===== src/rtl/envio_serial_tx_pkg.sv =====
// Shared definitions for the 7E2 serial transmitter: state codes, default
// baud divisor and frame geometry.
package envio_serial_tx_pkg;

  typedef enum logic [3:0] {
    ST_IDLE     = 4'd0,
    ST_START    = 4'd1,
    ST_DATA     = 4'd2,
    ST_PARIDADE = 4'd3,
    ST_STOP1    = 4'd4,
    ST_STOP2    = 4'd5,
    ST_DONE     = 4'd6
  } estado_t;

  localparam int BAUD_DIV_DEF  = 434;
  localparam int DATA_BITS_DEF = 7;
  localparam int FRAME_BITS    = 11;

endpackage


===== src/rtl/envio_serial_tx_contador_baud.sv =====
// Modulo-BAUD_DIV bit-time counter; fim flags the last cycle of a bit period.
module contador_baud
  import envio_serial_tx_pkg::*;
#(
  parameter int BAUD_DIV = BAUD_DIV_DEF
) (
  input  logic clock,
  input  logic reset,
  input  logic zera,
  input  logic conta,
  output logic fim
);

  localparam int CW = (BAUD_DIV > 1) ? $clog2(BAUD_DIV) : 1;

  logic [CW-1:0] cnt_q;

  assign fim = conta && (cnt_q == CW'(BAUD_DIV - 1));

  always_ff @(posedge clock or negedge reset) begin
    if (!reset) begin
      cnt_q <= '0;
    end else if (zera || fim) begin
      cnt_q <= '0;
    end else if (conta) begin
      cnt_q <= cnt_q + 1'b1;
    end
  end

endmodule


===== src/rtl/envio_serial_tx.sv =====
// UART transmitter, 7E2 frame: start, DATA_BITS data LSB first, even parity,
// two stop bits. One frame per envia request; enviado pulses when done.
module envio_serial_tx
  import envio_serial_tx_pkg::*;
#(
  parameter int BAUD_DIV  = BAUD_DIV_DEF,
  parameter int DATA_BITS = DATA_BITS_DEF
) (
  input  logic                 clock,
  input  logic                 reset,
  input  logic                 envia,
  input  logic [DATA_BITS-1:0] dado,
  output logic                 saida_serial,
  output logic                 enviado,
  output logic                 ocupado,
  output logic [3:0]           db_estado
);

  localparam int BW = (DATA_BITS > 1) ? $clog2(DATA_BITS) : 1;

  estado_t              estado_q;
  logic [DATA_BITS-1:0] sr_q;
  logic [BW-1:0]        bit_q;
  logic                 par_q;
  logic                 armado_q;
  logic                 saida_q;
  logic                 enviado_q;
  logic                 zera;
  logic                 fim;

  // Counter is held clear outside the bit-timed states, so every bit state
  // starts from zero and lasts exactly BAUD_DIV cycles.
  assign zera = (estado_q == ST_IDLE) || (estado_q == ST_DONE);

  contador_baud #(
    .BAUD_DIV(BAUD_DIV)
  ) u_baud (
    .clock (clock),
    .reset (reset),
    .zera  (zera),
    .conta (!zera),
    .fim   (fim)
  );

  always_ff @(posedge clock or negedge reset) begin
    if (!reset) begin
      estado_q  <= ST_IDLE;
      sr_q      <= '0;
      bit_q     <= '0;
      par_q     <= 1'b0;
      armado_q  <= 1'b1;
      saida_q   <= 1'b1;
      enviado_q <= 1'b0;
    end else begin
      // Line level and done pulse are registered from the current state.
      case (estado_q)
        ST_START:    saida_q <= 1'b0;
        ST_DATA:     saida_q <= sr_q[0];
        ST_PARIDADE: saida_q <= par_q;
        default:     saida_q <= 1'b1;
      endcase
      enviado_q <= (estado_q == ST_DONE);

      case (estado_q)
        ST_IDLE: begin
          if (!envia) begin
            armado_q <= 1'b1;
          end else if (armado_q) begin
            sr_q     <= dado;
            par_q    <= ^dado;
            bit_q    <= '0;
            armado_q <= 1'b0;
            estado_q <= ST_START;
          end
        end
        ST_START:    if (fim) estado_q <= ST_DATA;
        ST_DATA: begin
          if (fim) begin
            sr_q <= {1'b0, sr_q[DATA_BITS-1:1]};
            if (bit_q == BW'(DATA_BITS - 1)) estado_q <= ST_PARIDADE;
            else                             bit_q    <= bit_q + 1'b1;
          end
        end
        ST_PARIDADE: if (fim) estado_q <= ST_STOP1;
        ST_STOP1:    if (fim) estado_q <= ST_STOP2;
        ST_STOP2:    if (fim) estado_q <= ST_DONE;
        default:     estado_q <= ST_IDLE;
      endcase
    end
  end

  assign saida_serial = saida_q;
  assign enviado      = enviado_q;
  assign ocupado      = (estado_q != ST_IDLE);
  assign db_estado    = estado_q;

endmodule


===== config.mk =====
export PLATFORM = sky130hd
export DESIGN_NAME = envio_serial_tx
export DESIGN_NICKNAME = d
export VERILOG_FILES = /design/src/rtl/envio_serial_tx_pkg.sv /design/src/rtl/envio_serial_tx_contador_baud.sv /design/src/rtl/envio_serial_tx.sv
export SDC_FILE = /design/constraint.sdc
export NUM_CORES = 1
export LEC_CHECK = 0
export CAP_MARGIN = 15
export CORE_AREA = 2 2 76 85
export CTS_BUF_LIST = sky130_fd_sc_hd__clkbuf_8
export CTS_CLUSTER_DIAMETER = 30
export DETAILED_ROUTE_END_ITERATION = 6
export DIE_AREA = 0 0 78 87
export DONT_BUFFER_PORTS = 1
export PLACE_DENSITY = 0.4
export SYNTH_ARGS = -nofsm -noshare
export SYNTH_HDL_FRONTEND = slang
export SYNTH_SLANG_ARGS = --single-unit

===== constraint.sdc =====
create_clock -name clock -period 3.02 [get_ports clock]
set_input_delay 0.755 -clock clock [delete_from_list [all_inputs] [get_ports clock]]
set_output_delay 0.755 -clock clock [all_outputs]
set_load 0.03 [all_outputs]

==> results of run 1 <==
state kept, by name, indices dropped and copies added, names as in the netlist:
signal and flops:
db_estado 3, armado_q 1, par_q 1, enviado 1, saida_serial 1, sr_q 7
bit_q 3, u_baud.cnt_q 9
layer usage:
metal | up-vias | wire [um] | track usage, %
met1 | 454 | 1262 | 12.92
met2 | 18 | 1173 | 12.93
met4 | 0 | 36 | 3.349
li1 | 434 | - | -
met3 | 4 | 132 | 2.178
met5 | - | 0 | 0
final timing paths:
kind	to	startpoint	slack (ns)
min	u_baud.cnt_q[5]	reset	0.17
min in group clock	u_baud.cnt_q[0]	u_baud.cnt_q[0]	0.50
max	ocupado	db_estado[2]	0.72
max in group asynchronous	saida_serial	reset	2.67
max reg2reg	sr_q[2]	db_estado[1]	0.88
min reg2reg	u_baud.cnt_q[0]	u_baud.cnt_q[0]	0.50
logic make-up after synthesis:
group,share of synthesized area (%)
simple gates,18.52
flops,44.96
compound gates,7.321
xor+xnor,7.838
mux,12.75
buf+inv,4.909
fa+ha+maj,3.445
other cells,0.2582
power by group:
group	switching, mW	internal (mW)	leakage (nW)
Combinational	0.0881	0.122	0.317
Clock	0.112	0.116	0.0288
Sequential	0.0914	0.447	0.320
Total	0.291	0.686	0.666
area by class of cell:
class | instances | area share, %
clock buffers | 4 | 3.548
inverters | 4 | 0.9677
multi-input cells | 95 | 46.94
flip-flops and latches | 26 | 42.10
well taps | 80 | 6.452
critical path, cell delays in order (launching register included):
cell and delay [ns]:
dfrtp_1 0.61, nor3_1 0.40, inv_1 0.26
per-stage QoR:
stage               hold WS [ns]  power, mW
finish                    0.1689     0.9772
global route              0.1501      1.055
CTS                       0.1622     0.9898
global placement          0.4603     0.7480
floorplan                 0.4490     0.7035
detailed placement        0.4602     0.7603
placed cells by master, fill, tap and decap left out, types with 2 or more instances in the layout:
| cell | count |
|---|---|
| a21oi_1 | 3 |
| and3_1 | 3 |
| and3b_1 | 2 |
| clkbuf_8 | 4 |
| dfrtp_1 | 24 |
| dfstp_2 | 2 |
| ha_1 | 4 |
| inv_1 | 4 |
| mux2_4 | 11 |
| mux2i_1 | 2 |
| nand2_1 | 13 |
| nand3_1 | 4 |
| nor2_1 | 13 |
| o21ai_0 | 9 |
| xnor2_1 | 10 |
| xor2_1 | 3 |
==> impl_metrics.csv, run 1 <==
group,metric,value,unit
sta,finalSetupTns,0,ns
yosys,yosys-top-cells-count,"24 x dfrtp_1, 13 x nand2_1, 13 x nor2_1",
yosys,synthArstFlopShare,100.0,%
placed_design,placedInstanceArea,1496,um^2
sta,finalSetupViolCount,0,
worst_setup_path,cp.required,2.26,ns
global_routing,grt.overflow.total,0,
sta,rsz0062_at_grt,"no",
yosys,synth_largest_area_cell,"dfrtp_1",
clock_network,clockRootBuffer,"clkbuf_8",
power_and_ir_drop,pwr_density_cell,629.8,nW/um^2
sta,max_freq,0.4352,GHz
cells_and_area,regArea,653.1,um^2
yosys,synth_nets,145,
global_routing,grt_pass1_wl,4.878,mm
yosys,ys_ff_latch,26,
yosys,ys_types,36,
clock_network,holdBufCountCts,0,
yosys,syn_area,1453,um^2
cells_and_area,diodes,0,
cells_and_area,fin_util,25.83,%
sta,period_minus_slack,2.298,ns
power_and_ir_drop,ir_drop,189.8,uV
yosys,synth_ff_type,"dfrtp_1",
sta,skew,0.002046,ns
sta,post-route-period-util,76.09,%
cells_and_area,multi_input_area,728.2,um^2
yosys,synth_area_leaders,"dfrtp_1 41%, mux2_4 11%, xnor2_1 6.0%",
floorplan,die_y,87,um
global_routing,grt_pass1_vias,989,
clock_network,clk_pin_slew,0.09,ns
yosys,yosysTopAreaCellShare,41.34,%
yosys,syn_avg_cell_area,11.09,um^2
placed_design,dpl_worst_slack,0.8911,ns
worst_setup_path,crit_fanout,10,
worst_setup_path,critPathKind,"register to output port",
clock_network,post_cts_buffers,0,
global_routing,grt_max_degree,27,
worst_setup_path,r2r_cells,3,
clock_network,htree_levels,1,
worst_setup_path,arrival,1.54,ns
status,status,"finished clean",
yosys,yosys.cell_count.top_type,"dfrtp_1",
worst_hold_path,hp-class,"input port to async pin",
clock_network,cts-buffers-inserted,3,
cells_and_area,drive_gt1_share,18.60,%
drt,drtAntennaViolNets,0,
placed_design,dp_hpwl,1.966,mm
clock_network,cts_tree,"yes",
cells_and_area,final_area,1551,um^2
cells_and_area,area_growth,6.805,%
sta,tightestPinTransition,0.6558,ns
placed_design,port_buffers,0,
global_routing,antenna_found_initial,0,
drt,drt_wl_total,2.605,mm
drt,drt_iter0_markers,66,
global_routing,grt_usage,8.955,%
drt,drtPass1Iterations,4,
clock_network,cts_max_path_buffers,2,
yosys,synth-edff-count,0,
drt,routedWlPerCell,12.46,um
drt,drcViolationCount,0,
floorplan,initial_core_util,24.19,%
drt,dr_total_vias,910,
run,cap_violations,0,
yosys,yosysSeqAreaShare,44.96,%
cells_and_area,fin_nets,144,
placed_design,place_inst,205,
yosys,synthCells,131,
sta,slew-limit-headroom,56.28,%
clock_network,cts_sinks,26,
floorplan,ios,17,
sta,layout_setup_ws,0.7220,ns
floorplan,num_rows,30,
power_and_ir_drop,leakage,0.6664,nW
clock_network,worstSkewPairLatency,0.27,ns
sta,hold_viol,0,
placed_design,gp_congestion,0.7396,
cells_and_area,fillerInstances,664,
drt,vias_per_cell,4.354,
floorplan,die_area,6786,um^2
yosys,ys_warn_count,0,
sta,maxSlewViolCount,0,
floorplan,coreArea,6006,um^2
worst_setup_path,end_kind,"output port",
floorplan,die_x,78,um
cells_and_area,finalNonFillerCells,209,
clock_network,cts_resized,0,
worst_setup_path,cp-start-kind,"register",
Power figures use the tool's default switching activity.
==> inputs of run 2 (changes only) <==
- PLACE_DENSITY: 0.4 -> 0.41
- clock period: 3.02 -> 2 ns (I/O delays scaled with it)
==> run 2 against run 1 <==
Net effect:
- core utilization up 0.85 points
- sequential power increased by 50%
- final cell count rose by 2.9%
- wire length up 7.4%
- clock skew rose by 0.0032 ns
- count of clock-buffer cells in the layout decreased by 1
- highest routed layer unchanged
- flip-flop and latch count did not move
==> impl_metrics.csv, run 2 (synthesized netlist as in run 1, its figures left out) <==
group,metric,value,unit
status,status,"finished clean",
worst_setup_path,crit_start,"db_estado[0]",
global_routing,antenna_found_initial,0,
drt,drtAntennaViolNets,0,
cells_and_area,largest_register_ffs,9,
worst_hold_path,hp-class,"input port to async pin",
clock_network,worstSkewPairLatency,0.27,ns
global_routing,grt_pass1_vias,1027,
cells_and_area,mostFrequentLayoutCells,"24 x dfrtp_1, 13 x nand2_1, 13 x nor2_1",
drt,vias_per_cell,4.256,
floorplan,coreArea,6006,um^2
cells_and_area,area_growth,10.34,%
sta,period_minus_slack,1.895,ns
power_and_ir_drop,pwr_density_cell,892.5,nW/um^2
worst_setup_path,cp.required,1.50,ns
worst_setup_path,cp-start-kind,"register",
floorplan,die_x,78,um
floorplan,num_rows,30,
drt,drt_iter0_markers,20,
sta,maxSlewViolCount,0,
cells_and_area,drive_gt1_share,22.22,%
clock_network,htree_levels,1,
sta,finalSetupViolCount,0,
global_routing,grt_pass1_wl,5.009,mm
worst_setup_path,reg2reg_from,"db_estado[2]",
global_routing,grt_usage,9.291,%
worst_setup_path,crit_fanout,9,
drt,routedWlPerCell,13.01,um
power_and_ir_drop,leakage,0.7000,nW
clock_network,cts_max_path_buffers,2,
cells_and_area,fin_util,26.69,%
sta,max_freq,0.5277,GHz
floorplan,die_y,87,um
floorplan,initial_core_util,24.19,%
clock_network,cts_resized,0,
placed_design,place_inst,211,
clock_network,clockRootBuffer,"clkbuf_8",
cells_and_area,fin_nets,151,
placed_design,port_buffers,0,
cells_and_area,diodes,0,
power_and_ir_drop,ir_drop,284.2,uV
worst_setup_path,arrival,1.39,ns
floorplan,die_area,6786,um^2
floorplan,ios,17,
cells_and_area,layout_commonest_cell,"dfrtp_1",
worst_setup_path,end_kind,"output port",
cells_and_area,top_regs,"u_baud.cnt_q: 9 flops, sr_q: 7 flops",
worst_setup_path,critPathKind,"register to output port",
sta,skew,0.005224,ns
cells_and_area,finalNonFillerCells,215,
clock_network,cts-buffers-inserted,3,
placed_design,gp_congestion,0.7515,
clock_network,cts_tree,"yes",
sta,post-route-period-util,94.75,%
placed_design,dp_hpwl,2.085,mm
drt,drcViolationCount,0,
global_routing,grt_max_degree,25,
drt,dr_total_vias,915,
global_routing,grt.overflow.total,0,
clock_network,cts_sinks,26,
sta,finalSetupTns,0,ns
drt,drtPass1Iterations,2,
cells_and_area,regMostFlops,"u_baud.cnt_q",
drt,drt_wl_total,2.797,mm
sta,hold_viol,0,
clock_network,clk_pin_slew,0.09,ns
run,cap_violations,0,
sta,rsz0062_at_grt,"no",
==> run 2: repair_timing <==
item,CTS,global route
setup buffers,0,0
setup endpoints to repair,0,0
hold buffers,1,0
hold endpoints to repair,24,0
==> run 2: path summary, 6_finish.rpt <==
check / endpoint / slack (ns) / cells past startpoint
max: ocupado / 0.11 / 3
min: bit_q[1] / 0.04 / 1
max reg2reg: sr_q[3] / 0.26 / 3
min reg2reg: u_baud.cnt_q[0] / 0.48 / 1
max in group asynchronous: db_estado[0] / 1.82 / 1
min in group clock: armado_q / 0.30 / 1
==> run 2: where the power goes <==
group / internal (mW) / leakage (nW) / total, mW / switching, mW
Clock: 0.135 / 0.0216 / 0.291 / 0.156
Combinational: 0.188 / 0.358 / 0.332 / 0.144
Sequential: 0.675 / 0.320 / 0.807 / 0.132
Total: 0.998 / 0.700 / 1.43 / 0.432
==> run 2: stage by stage <==
step                      setup slack [ns]  total power [mW]  cell area [um^2]  hold slack (ns)
final                               0.1050             1.430              1603          0.03921
after global routing               0.01354             1.567              1603          0.02884
after CTS                           0.1036             1.466              1603          0.03281
after detailed placement            0.2526             1.146              1541           0.2052
after global placement              0.2824             1.126              1541           0.2053
after floorplan                     0.1571             1.062              1453           0.2044
==> run 2: metal layers <==
metal,share of wire (%),track usage (%),vias to the layer above
met2,50,16.85,14
met4,0.14,1.435,0
met3,3.9,2.697,2
met1,46,11.13,451
met5,0,0,-
li1,-,-,448
==> run 2: worst max-delay path, cell delays in order (launching register included) <==
cell and delay (ns):
dfrtp_1 0.39, buf_4 0.21, nor3_1 0.28, inv_1 0.25
==> run 2: final cells by class <==
class                      instances  area (um^2)
multi-input combinational         95        728.2
clock buffer                       3        41.29
timing repair buffer               7        65.06
sequential                        26        653.1
inverter                           4        15.01
tap                               80        100.1
fill                             645         4403
==> inputs of run 3 (changes only) <==
- SETUP_SLACK_MARGIN: unset -> 0.5
==> run 3 against run 2 <==
Net effect:
- global-route usage rose by 1.3 points
- worst setup slack better by 0.22 ns
- critical path depth is 4 higher
- sequential power hardly changed
- fmax is 13% higher
- wire length increased by 20%
- core utilization increased by 5.1 points
- design area increased by 19%
==> impl_metrics.csv, run 3 (synthesized netlist as in run 1, its figures left out) <==
group,metric,value,unit
drt,met2WireLength,1.674,mm
drt,drt_iter0_markers,35,
cells_and_area,regMostFlops,"u_baud.cnt_q",
cells_and_area,fin_nets,172,
clock_network,cts_tree,"yes",
cells_and_area,largest_register_ffs,9,
sta,post-route-period-util,83.57,%
worst_setup_path,arrival,1.84,ns
floorplan,die_x,78,um
worst_setup_path,crit_start,"u_baud.cnt_q[1]",
sta,finalSetupViolCount,0,
power_and_ir_drop,p_comb_share,25.1,%
power_and_ir_drop,p_switching,473.2,uW
clock_network,cts_sinks,26,
drt,routedWlPerCell,14.16,um
floorplan,die_y,87,um
cells_and_area,finalNonFillerCells,237,
worst_setup_path,reg2reg_from,"u_baud.cnt_q[1]",
drt,dr.max_layer_used,"met4",
clock_network,worstSkewPairLatency,0.28,ns
floorplan,ios,17,
worst_setup_path,cp-start-kind,"register",
sta,finalSetupTns,0,ns
power_and_ir_drop,swShare,28.45,%
run,cap_violations,0,
floorplan,num_rows,30,
power_and_ir_drop,ir_drop,280.4,uV
sta,rsz0062_at_grt,"yes",
worst_hold_path,hp-class,"input port to async pin",
global_routing,antenna_found_initial,0,
clock_network,clk_pin_slew,0.10,ns
drt,drt_wl_total,3.356,mm
sta,maxSlewViolCount,0,
drt,wl_met3,167,um
status,status,"finished clean",
floorplan,coreArea,6006,um^2
global_routing,grt_max_degree,25,
drt,drtAntennaViolNets,0,
power_and_ir_drop,seqPwrFrac,48.5,%
cells_and_area,diodes,0,
global_routing,grt_pass1_wl,5.506,mm
placed_design,place_inst,211,
drt,vias_per_cell,4.418,
drt,dr_total_vias,1047,
power_and_ir_drop,finalPower,1.663,mW
drt,met1_length,1.484,mm
cells_and_area,area_growth,31.61,%
drt,drcViolationCount,0,
sta,max_freq,0.5983,GHz
floorplan,die_area,6786,um^2
sta,hold_viol,0,
placed_design,dpl_worst_slack,0.2034,ns
floorplan,initial_core_util,24.19,%
clock_network,clockRootBuffer,"clkbuf_8",
global_routing,grt_pass1_vias,1125,
placed_design,gp_congestion,0.7388,
global_routing,grt.overflow.total,0,
worst_setup_path,end_kind,"register",
cells_and_area,fin_util,31.83,%
sta,period_minus_slack,1.671,ns
worst_setup_path,crit_fanout,8,
placed_design,port_buffers,0,
power_and_ir_drop,cellInternalPower,1.190,mW
clock_network,htree_levels,1,
cells_and_area,mostFrequentLayoutCells,"22 x dfrtp_1, 13 x buf_4, 12 x nand2_1",
clock_network,cts-buffers-inserted,3,
global_routing,grt_usage,10.61,%
cells_and_area,layout_commonest_cell,"dfrtp_1",
power_and_ir_drop,clockPowerShare,26.4,%
cells_and_area,top_regs,"u_baud.cnt_q: 9 flops, sr_q: 7 flops",
clock_network,cts_max_path_buffers,2,
sta,skew,0.01113,ns
worst_setup_path,critPathKind,"register to register",
drt,drtPass1Iterations,4,
cells_and_area,drive_gt1_share,43.95,%
sta,layout_setup_ws,0.3287,ns
power_and_ir_drop,leakage,0.8261,nW
power_and_ir_drop,pwr_density_cell,870.0,nW/um^2
worst_setup_path,cp.required,2.17,ns
placed_design,dp_hpwl,2.132,mm
run 3: cell count changes in the layout (fill, tap and decap cells not counted), sizes merged:
cell,delta
or3b,+1
or3,+1
buf,+19
bufinv,+1
run 3: power groups by stage:
| stage | Clock (mW) | Combinational (mW) | Sequential (mW) |
|---|---|---|---|
| after floorplan | 0 | 0.286 | 0.780 |
| after global placement | 0 | 0.314 | 0.820 |
| after detailed placement | 0 | 0.322 | 0.824 |
| after CTS | 0.457 | 0.397 | 0.808 |
| after global routing | 0.474 | 0.474 | 0.827 |
| final | 0.439 | 0.418 | 0.806 |
run 3: layout make-up:
class | instances | area [um^2]
clock buffer | 3 | 41.29
clock inverter | 1 | 30.03
fill | 635 | 4094
inverter | 4 | 17.52
multi-input combinational | 97 | 810.8
sequential | 26 | 655.6
tap | 80 | 100.1
timing repair buffer | 26 | 256.5
run 3: path summary, 6_finish.rpt:
path	end	slack (ns)	cells past startpoint
worst max-delay path	sr_q[2]	0.33	7
worst min-delay path	bit_q[0]	0.02	1
worst max register to register	sr_q[2]	0.33	7
worst min register to register	par_q	0.49	2
max in group asynchronous	db_estado[0]	1.80	1
min in group clock	armado_q	0.29	1
run 3: repair_timing:
item                                    in CTS  in global routing
gates resized for setup                     19                 15
setup buffers                               15                  4
cloned                                       2                  0
hold buffers                                 1                  0
endpoints found under the setup margin      21                 25
hold endpoints to repair                    24                  0
pin swaps                                   14                  9
run 3: layer usage:
metal	vias to the layer above	global-route usage, %
li1	497	-
met1	523	12.68
met2	23	18.89
met3	4	2.801
met4	0	2.871
met5	-	0
run 3: worst max-delay path: stages, from the launching register on:
cell and delay (ns):
dfrtp_1 0.38, inv_1 0.06, ha_2 0.15, and4bb_4 0.26
a31oi_4 0.11, nor3_4 0.13, buf_6 0.17, mux2_4 0.30
run 3: per-stage QoR:
stage	area, um^2	hold WS (ns)
detailed placement	1546	0.2053
CTS	1836	0.01807
finish	1912	0.02408
global route	1912	0.01864
floorplan	1468	0.2044
global placement	1546	0.2054
